**src/rtl/chacha_pkg.sv**
```systemverilog
// Shared types and constants for the ChaCha block I/O sequencer and the per-column quarter slices.
package chacha_pkg;

    typedef enum logic [1:0] {
        LOAD   = 2'd0,
        RUN    = 2'd1,
        UNLOAD = 2'd2
    } blk_state_e;

    localparam logic [5:0] LOAD_BASE   = 6'd16;
    localparam int         LOAD_BYTES  = 48;
    localparam int         BLOCK_BYTES = 64;

    localparam logic [5:0] LOAD_LAST  = 6'(LOAD_BYTES - 1);
    localparam logic [5:0] BLOCK_LAST = 6'(BLOCK_BYTES - 1);

    // Byte address layout {row, col, byte}, shared with the slices.
    localparam int ADDR_ROW_HI  = 5;
    localparam int ADDR_ROW_LO  = 4;
    localparam int ADDR_COL_HI  = 3;
    localparam int ADDR_COL_LO  = 2;
    localparam int ADDR_BYTE_HI = 1;
    localparam int ADDR_BYTE_LO = 0;

    function automatic logic [5:0] load_addr(input logic [5:0] cnt);
        return LOAD_BASE + cnt;
    endfunction

endpackage

```
**src/rtl/chacha_out_stage.sv**
```systemverilog
// One-entry valid/ready output register; accepts a new byte whenever it is empty or being drained.
module chacha_out_stage
    import chacha_pkg::*;
(
    input  logic       clk,
    input  logic       rst,
    input  logic       load_en,
    input  logic [7:0] din,
    input  logic       out_ready,
    output logic [7:0] out_data,
    output logic       out_valid,
    output logic       can_load
);

    logic [7:0] data_r;
    logic       valid_r;
    logic       load_s;

    // Load-enable qualification: never overwrite a byte that is stalled downstream.
    always_comb begin
        can_load = 1'b0;
        load_s   = 1'b0;
        can_load = !valid_r || out_ready;
        load_s   = load_en && can_load;
    end

    // Holding register: capture on load, drop valid once the byte is taken.
    always_ff @(posedge clk) begin
        if (rst) begin
            data_r  <= 8'h00;
            valid_r <= 1'b0;
        end else if (load_s) begin
            data_r  <= din;
            valid_r <= 1'b1;
        end else if (out_ready) begin
            valid_r <= 1'b0;
        end else begin
            valid_r <= valid_r;
        end
    end

    assign out_data  = data_r;
    assign out_valid = valid_r;

endmodule

```
**src/rtl/chacha_block_io.sv**
```systemverilog
// Host-side sequencer: loads key/counter/nonce into state rows 1-3, releases the core for a
// fixed compute window, then streams all 64 state bytes out through a valid/ready port.
module chacha_block_io
    import chacha_pkg::*;
#(
    parameter int CALC_CYCLES = 80
) (
    input  logic       clk,
    input  logic       rst,
    input  logic [7:0] in_data,
    input  logic       in_valid,
    output logic       in_ready,
    output logic [7:0] out_data,
    output logic       out_valid,
    input  logic       out_ready,
    output logic [5:0] blk_addr,
    output logic       blk_write,
    output logic [7:0] blk_wdata,
    input  logic [7:0] blk_rdata,
    output logic       blk_hold,
    output logic       blk_rst,
    output logic       busy
);

    // Width stays at least 1 so CALC_CYCLES == 0 still elaborates a (constant) counter.
    localparam int            CW        = (CALC_CYCLES > 0) ? $clog2(CALC_CYCLES + 1) : 1;
    localparam logic [CW-1:0] CALC_LAST = (CALC_CYCLES > 0) ? CW'(CALC_CYCLES - 1) : {CW{1'b0}};
    localparam logic          RUN_HOLD  = (CALC_CYCLES == 0) ? 1'b1 : 1'b0;

    blk_state_e    state_r;
    blk_state_e    state_nxt_s;
    logic [5:0]    load_cnt_r;
    logic [CW-1:0] calc_cnt_r;
    logic [5:0]    rd_cnt_r;
    logic          rd_done_r;
    logic          blk_rst_r;

    logic          in_ready_s;
    logic          accept_s;
    logic          load_last_s;
    logic          run_done_s;
    logic          capture_s;
    logic          finish_s;
    logic          can_load_s;
    logic          out_valid_s;

    // Handshake qualifiers for the load and unload sides.
    always_comb begin
        in_ready_s  = 1'b0;
        accept_s    = 1'b0;
        load_last_s = 1'b0;
        run_done_s  = 1'b0;
        capture_s   = 1'b0;
        finish_s    = 1'b0;
        in_ready_s  = (state_r == LOAD) && !blk_rst_r;
        accept_s    = in_valid && in_ready_s;
        load_last_s = accept_s && (load_cnt_r == LOAD_LAST);
        run_done_s  = (state_r == RUN) && (calc_cnt_r == CALC_LAST);
        capture_s   = (state_r == UNLOAD) && !rd_done_r && can_load_s;
        finish_s    = (state_r == UNLOAD) && rd_done_r && out_valid_s && out_ready;
    end

    // Next-state decode.
    always_comb begin
        state_nxt_s = state_r;
        case (state_r)
            LOAD: begin
                if (load_last_s) begin
                    state_nxt_s = RUN;
                end else begin
                    state_nxt_s = LOAD;
                end
            end
            RUN: begin
                if (run_done_s) begin
                    state_nxt_s = UNLOAD;
                end else begin
                    state_nxt_s = RUN;
                end
            end
            UNLOAD: begin
                if (finish_s) begin
                    state_nxt_s = LOAD;
                end else begin
                    state_nxt_s = UNLOAD;
                end
            end
            default: state_nxt_s = LOAD;
        endcase
    end

    // Slice bus drive: writes are combinational with the accept so load has zero latency.
    always_comb begin
        blk_addr  = 6'd0;
        blk_write = 1'b0;
        blk_wdata = 8'h00;
        blk_hold  = 1'b1;
        case (state_r)
            LOAD: begin
                blk_addr  = load_addr(load_cnt_r);
                blk_write = accept_s;
                if (accept_s) begin
                    blk_wdata = in_data;
                end else begin
                    blk_wdata = 8'h00;
                end
            end
            RUN: begin
                blk_hold = RUN_HOLD;
            end
            UNLOAD: begin
                blk_addr = rd_cnt_r;
            end
            default: begin
                blk_hold = 1'b1;
            end
        endcase
    end

    // State register and counters.
    always_ff @(posedge clk) begin
        if (rst) begin
            state_r    <= LOAD;
            load_cnt_r <= 6'd0;
            calc_cnt_r <= {CW{1'b0}};
            rd_cnt_r   <= 6'd0;
            rd_done_r  <= 1'b0;
            blk_rst_r  <= 1'b1;
        end else begin
            state_r   <= state_nxt_s;
            blk_rst_r <= finish_s;

            if (load_last_s) begin
                load_cnt_r <= 6'd0;
            end else if (accept_s) begin
                load_cnt_r <= load_cnt_r + 6'd1;
            end else begin
                load_cnt_r <= load_cnt_r;
            end

            if ((state_r == RUN) && !run_done_s) begin
                calc_cnt_r <= calc_cnt_r + CW'(1);
            end else begin
                calc_cnt_r <= {CW{1'b0}};
            end

            // rd_done marks that address 63 has been captured; only the final handshake clears it.
            if (finish_s) begin
                rd_cnt_r  <= 6'd0;
                rd_done_r <= 1'b0;
            end else if (capture_s) begin
                rd_cnt_r  <= rd_cnt_r + 6'd1;
                rd_done_r <= (rd_cnt_r == BLOCK_LAST);
            end else begin
                rd_cnt_r  <= rd_cnt_r;
                rd_done_r <= rd_done_r;
            end
        end
    end

    chacha_out_stage u_out_stage (
        .clk       (clk),
        .rst       (rst),
        .load_en   (capture_s),
        .din       (blk_rdata),
        .out_ready (out_ready),
        .out_data  (out_data),
        .out_valid (out_valid_s),
        .can_load  (can_load_s)
    );

    assign out_valid = out_valid_s;
    assign in_ready  = in_ready_s;
    assign blk_rst   = blk_rst_r;
    assign busy      = !((state_r == LOAD) && (load_cnt_r == 6'd0));

endmodule

```
**config.mk**
```make
export PLATFORM = sky130hd
export DESIGN_NAME = chacha_block_io
export DESIGN_NICKNAME = d
export VERILOG_FILES = /design/src/rtl/chacha_pkg.sv /design/src/rtl/chacha_out_stage.sv /design/src/rtl/chacha_block_io.sv
export SDC_FILE = /design/constraint.sdc
export NUM_CORES = 1
export LEC_CHECK = 0
export ABC_CLOCK_PERIOD_IN_PS = 2770
export CAP_MARGIN = 20
export CORE_UTILIZATION = 49
export CTS_BUF_LIST = sky130_fd_sc_hd__clkbuf_4
export DETAILED_ROUTE_END_ITERATION = 8
export PLACE_DENSITY = 0.85
export SLEW_MARGIN = 25
export SYNTH_ARGS = -nofsm -noshare
export SYNTH_HDL_FRONTEND = slang
export SYNTH_SLANG_ARGS = --single-unit
```
**constraint.sdc**
```tcl
create_clock -name clk -period 2.77 [get_ports clk]
set_clock_uncertainty 0.2 [all_clocks]
set_input_delay 0.554 -clock clk [delete_from_list [all_inputs] [get_ports clk]]
set_output_delay 0.554 -clock clk [all_outputs]
set_load 0.03 [all_outputs]
```
==> metrics <==
Starting Density 53.0%; Reg clk slew, reported paths 0.10 ns; Reg2Reg Capture Point load_cnt_r[3]; DR vias/cell 5.59; CP max stage delay 0.49 ns; Max FO, Critical Path 5; Seq/Total Area, Yosys 38.6%; CP startpoint kind input pin; WL per Instance 13.2 um; status complete, no violations; number of synthesized flops with an enable pin 0; Sw Share 22.3%; Synth area leaders dfxtp_1 39%, a21oi_1 6.3%, nand3_1 5.4%; port bufs 47; Routed WL 3.88 mm; CTS tree yes; vias in the first global route 1427; Synth Warn # 0; Crit Path Category in -> out; sw power 0.000204 W; worst hold endpoint calc_cnt_r[0]; Final Core Density 72.0%; first-pass GRT wire length 6.31 mm; grt ovf 0; die span in y 60.2 um; fin nets 275; sequential share of power 50.7%; most frequent cells after synthesis 32 x dfxtp_1, 21 x a21oi_1, 18 x nand3_1; worst r2r src state_r[1]; gpl congestion 0.807; Critical Path Sink Type primary output; Power, Total 0.000916 W; Pint 0.000712 W; FF+latch area 643 sq um; Fillers 244; RSZ-0062 raised after global routing no; full die area 0.00362 sq mm; total global-route track usage 23.2%; ys flop type dfxtp_1; TritonCTS buffer count 5; syn_area_per_cell 8.30 sq um; asr flop ratio synth 0%; crit path cell chain clkdlybuf4s50_1, or4b_4, clkinvlp_2, and2_1, buf_4; Hold Crit Start calc_cnt_r[0]; Clk pwr share 38.6%; fin crit period 2.72 ns; fin crit share 98.1%; Slew headroom 58.0%; share of layout cells above drive strength 1 14.4%; initial antenna violation count 0; Final Max Tran Viols 0; via count 1644; Post-Syn Area 0.00166 sq mm; Final setup violation count 0; Maximum Capacitance Violations 0; post-detailed-route DRC marker count 0; Worst IR Drop VDD 283 uV; Max Clk Rate 368 MHz; Synth top area share 38.6%; drt first pass iters 4; area grow syn2layout 35.7%; dominant cell type by area after synthesis dfxtp_1; Starting DRT DRC Count 79; Die W 60.2 um; reg2reg path depth 4; number of synthesized register bits 32; top-count cell post-synth dfxtp_1; Hold Crit Depth 1; Worst path slowest cell or4b_4; DP HPWL 2.71 mm; Comb power frac 10.7%; Multi-input gate area 927 sq um; final hold vios 0; Syn Inst Count 200; Post-Syn Nets 226; Antenna Cells 0; Yosys cell types 45; H-tree depth 2; Skew-Pair Late Insertion Delay 0.33 ns; pwr dens 407 mW/mm^2; Slew @ Worst Pin 0.627 ns; clk sinks 32; leak pwr 0.810 nW; Final ANT Viol Nets 0; R2R setup slack 0.69 ns; Top Ports 48; largest net degree at the start of global routing 20; Worst EP required 2.02 ns; row count 20; Hold Path Class reg -> reg; # hold bufs at CTS 0; Root Buffer clkbuf_4; CTS max path bufs 2; core area 0.00313 sq mm; Critical Path AT 1.96 ns
cell usage in the layout, fill, tap and decap left out, types with 2 or more instances in the layout:
| cell type | Yosys | final |
|---|---|---|
| a21o_1 | 2 | 2 |
| a21oi_1 | 21 | 21 |
| and2_1 | 8 | 8 |
| buf_4 | 0 | 16 |
| clkbuf_4 | 0 | 6 |
| clkdlybuf4s50_1 | 0 | 37 |
| dfxtp_1 | 32 | 30 |
| dfxtp_2 | 0 | 2 |
| ha_1 | 6 | 6 |
| inv_1 | 10 | 9 |
| mux2i_1 | 6 | 6 |
| nand2_1 | 6 | 6 |
| nand2b_1 | 3 | 3 |
| nand3_1 | 18 | 18 |
| nand3b_1 | 2 | 2 |
| nand4_1 | 4 | 4 |
| nor2_1 | 15 | 15 |
| nor3_1 | 2 | 2 |
| nor3b_1 | 2 | 2 |
| o21ai_0 | 13 | 13 |
| o31ai_1 | 5 | 5 |
| o32ai_1 | 2 | 2 |
| or2_2 | 2 | 2 |
| or3_1 | 2 | 2 |
| or3b_2 | 2 | 2 |
| or4_1 | 4 | 4 |
| xor2_1 | 2 | 2 |
logic make-up (layout without fill, tap and decap cells):
kind of cell	after synthesis	after routing	share of synthesized area (%)
adders and majority gates	6	6	4.52
xor gates and xnor gates	3	3	1.58
and+or+nand+nor	79	79	27.5
muxes	7	7	4.30
buffers and inverters	23	73	5.88
AOI/OAI and AO/OA	50	50	17.6
DFF	32	32	38.6
flip-flops by register name (all words and copies together), names as in the netlist:
signal,flops
u_out_stage.out_valid,1
blk_rst,1
state_r,2
calc_cnt_r,7
u_out_stage.out_data,8
rd_done_r,1
rd_cnt_r,6
load_cnt_r,6
stage by stage:
stage | setup WS, ns | hold slack [ns] | std cells | TNS [ns] | instance area (sq um)
final | 0.0521 | 0.251 | 294 | 0 | 2250
after global routing | 0.0205 | 0.297 | 294 | 0 | 2250
after CTS | 0.00499 | 0.258 | 292 | 0 | 2230
after detailed placement | -0.0277 | 0.241 | 284 | -0.149 | 2150
after global placement | 0.0285 | 0.232 | 284 | 0 | 2150
after floorplan | 0.188 | 0.218 | 200 | 0 | 1660
layout make-up:
type | instances | share of cell area [%]
timing repair buffer | 54 | 22.3
tap | 44 | 2.45
multi-input combinational | 145 | 41.2
clock buffer | 6 | 2.00
clock inverter | 2 | 1.56
sequential | 32 | 28.6
inverter | 10 | 1.67
timing repair inverter | 1 | 0.222
worst max-delay path, delay by kind of cell:
kind,cells,cell delay [ns]
simple gates,2,0.63
buf+inv,3,0.78
how the worst max path moves through the flow:
stage               startpoint  cells after the start           end  slack, ns
global placement      in_valid                      5  blk_wdata[0]       0.03
CTS                 state_r[1]                      3   blk_addr[1]      0.005
finish                in_valid                      5  blk_wdata[4]       0.05
detailed placement    in_valid                      5  blk_wdata[4]      -0.03
floorplan             in_valid                      5  blk_wdata[0]       0.19
global route          in_valid                      5  blk_wdata[4]       0.02
per-layer routing:
layer | track usage [%] | vias up | share of wire, %
li1 | - | 817 | -
met1 | 30.9 | 779 | 46
met2 | 36.6 | 44 | 49
met3 | 5.19 | 4 | 4.2
met4 | 8.31 | 0 | 0.93
met5 | 0 | - | 0
power groups by stage:
| stage | logic (W) | clock network (W) | registers (W) |
|---|---|---|---|
| after floorplan | 0.0000389 | 0 | 0.000477 |
| after global placement | 0.0000936 | 0 | 0.000475 |
| after detailed placement | 0.0000947 | 0 | 0.000475 |
| after CTS | 0.0000955 | 0.000362 | 0.000464 |
| after global routing | 0.000104 | 0.000387 | 0.000465 |
| final | 0.0000977 | 0.000354 | 0.000464 |
timing repair:
item / CTS / global route
gates cloned: 0 / 1
gates resized for setup: 1 / 4
buffers inserted: 0 / 1
endpoints found under the setup margin: 8 / 16
Note: power is estimated with default switching activity, not from simulation.
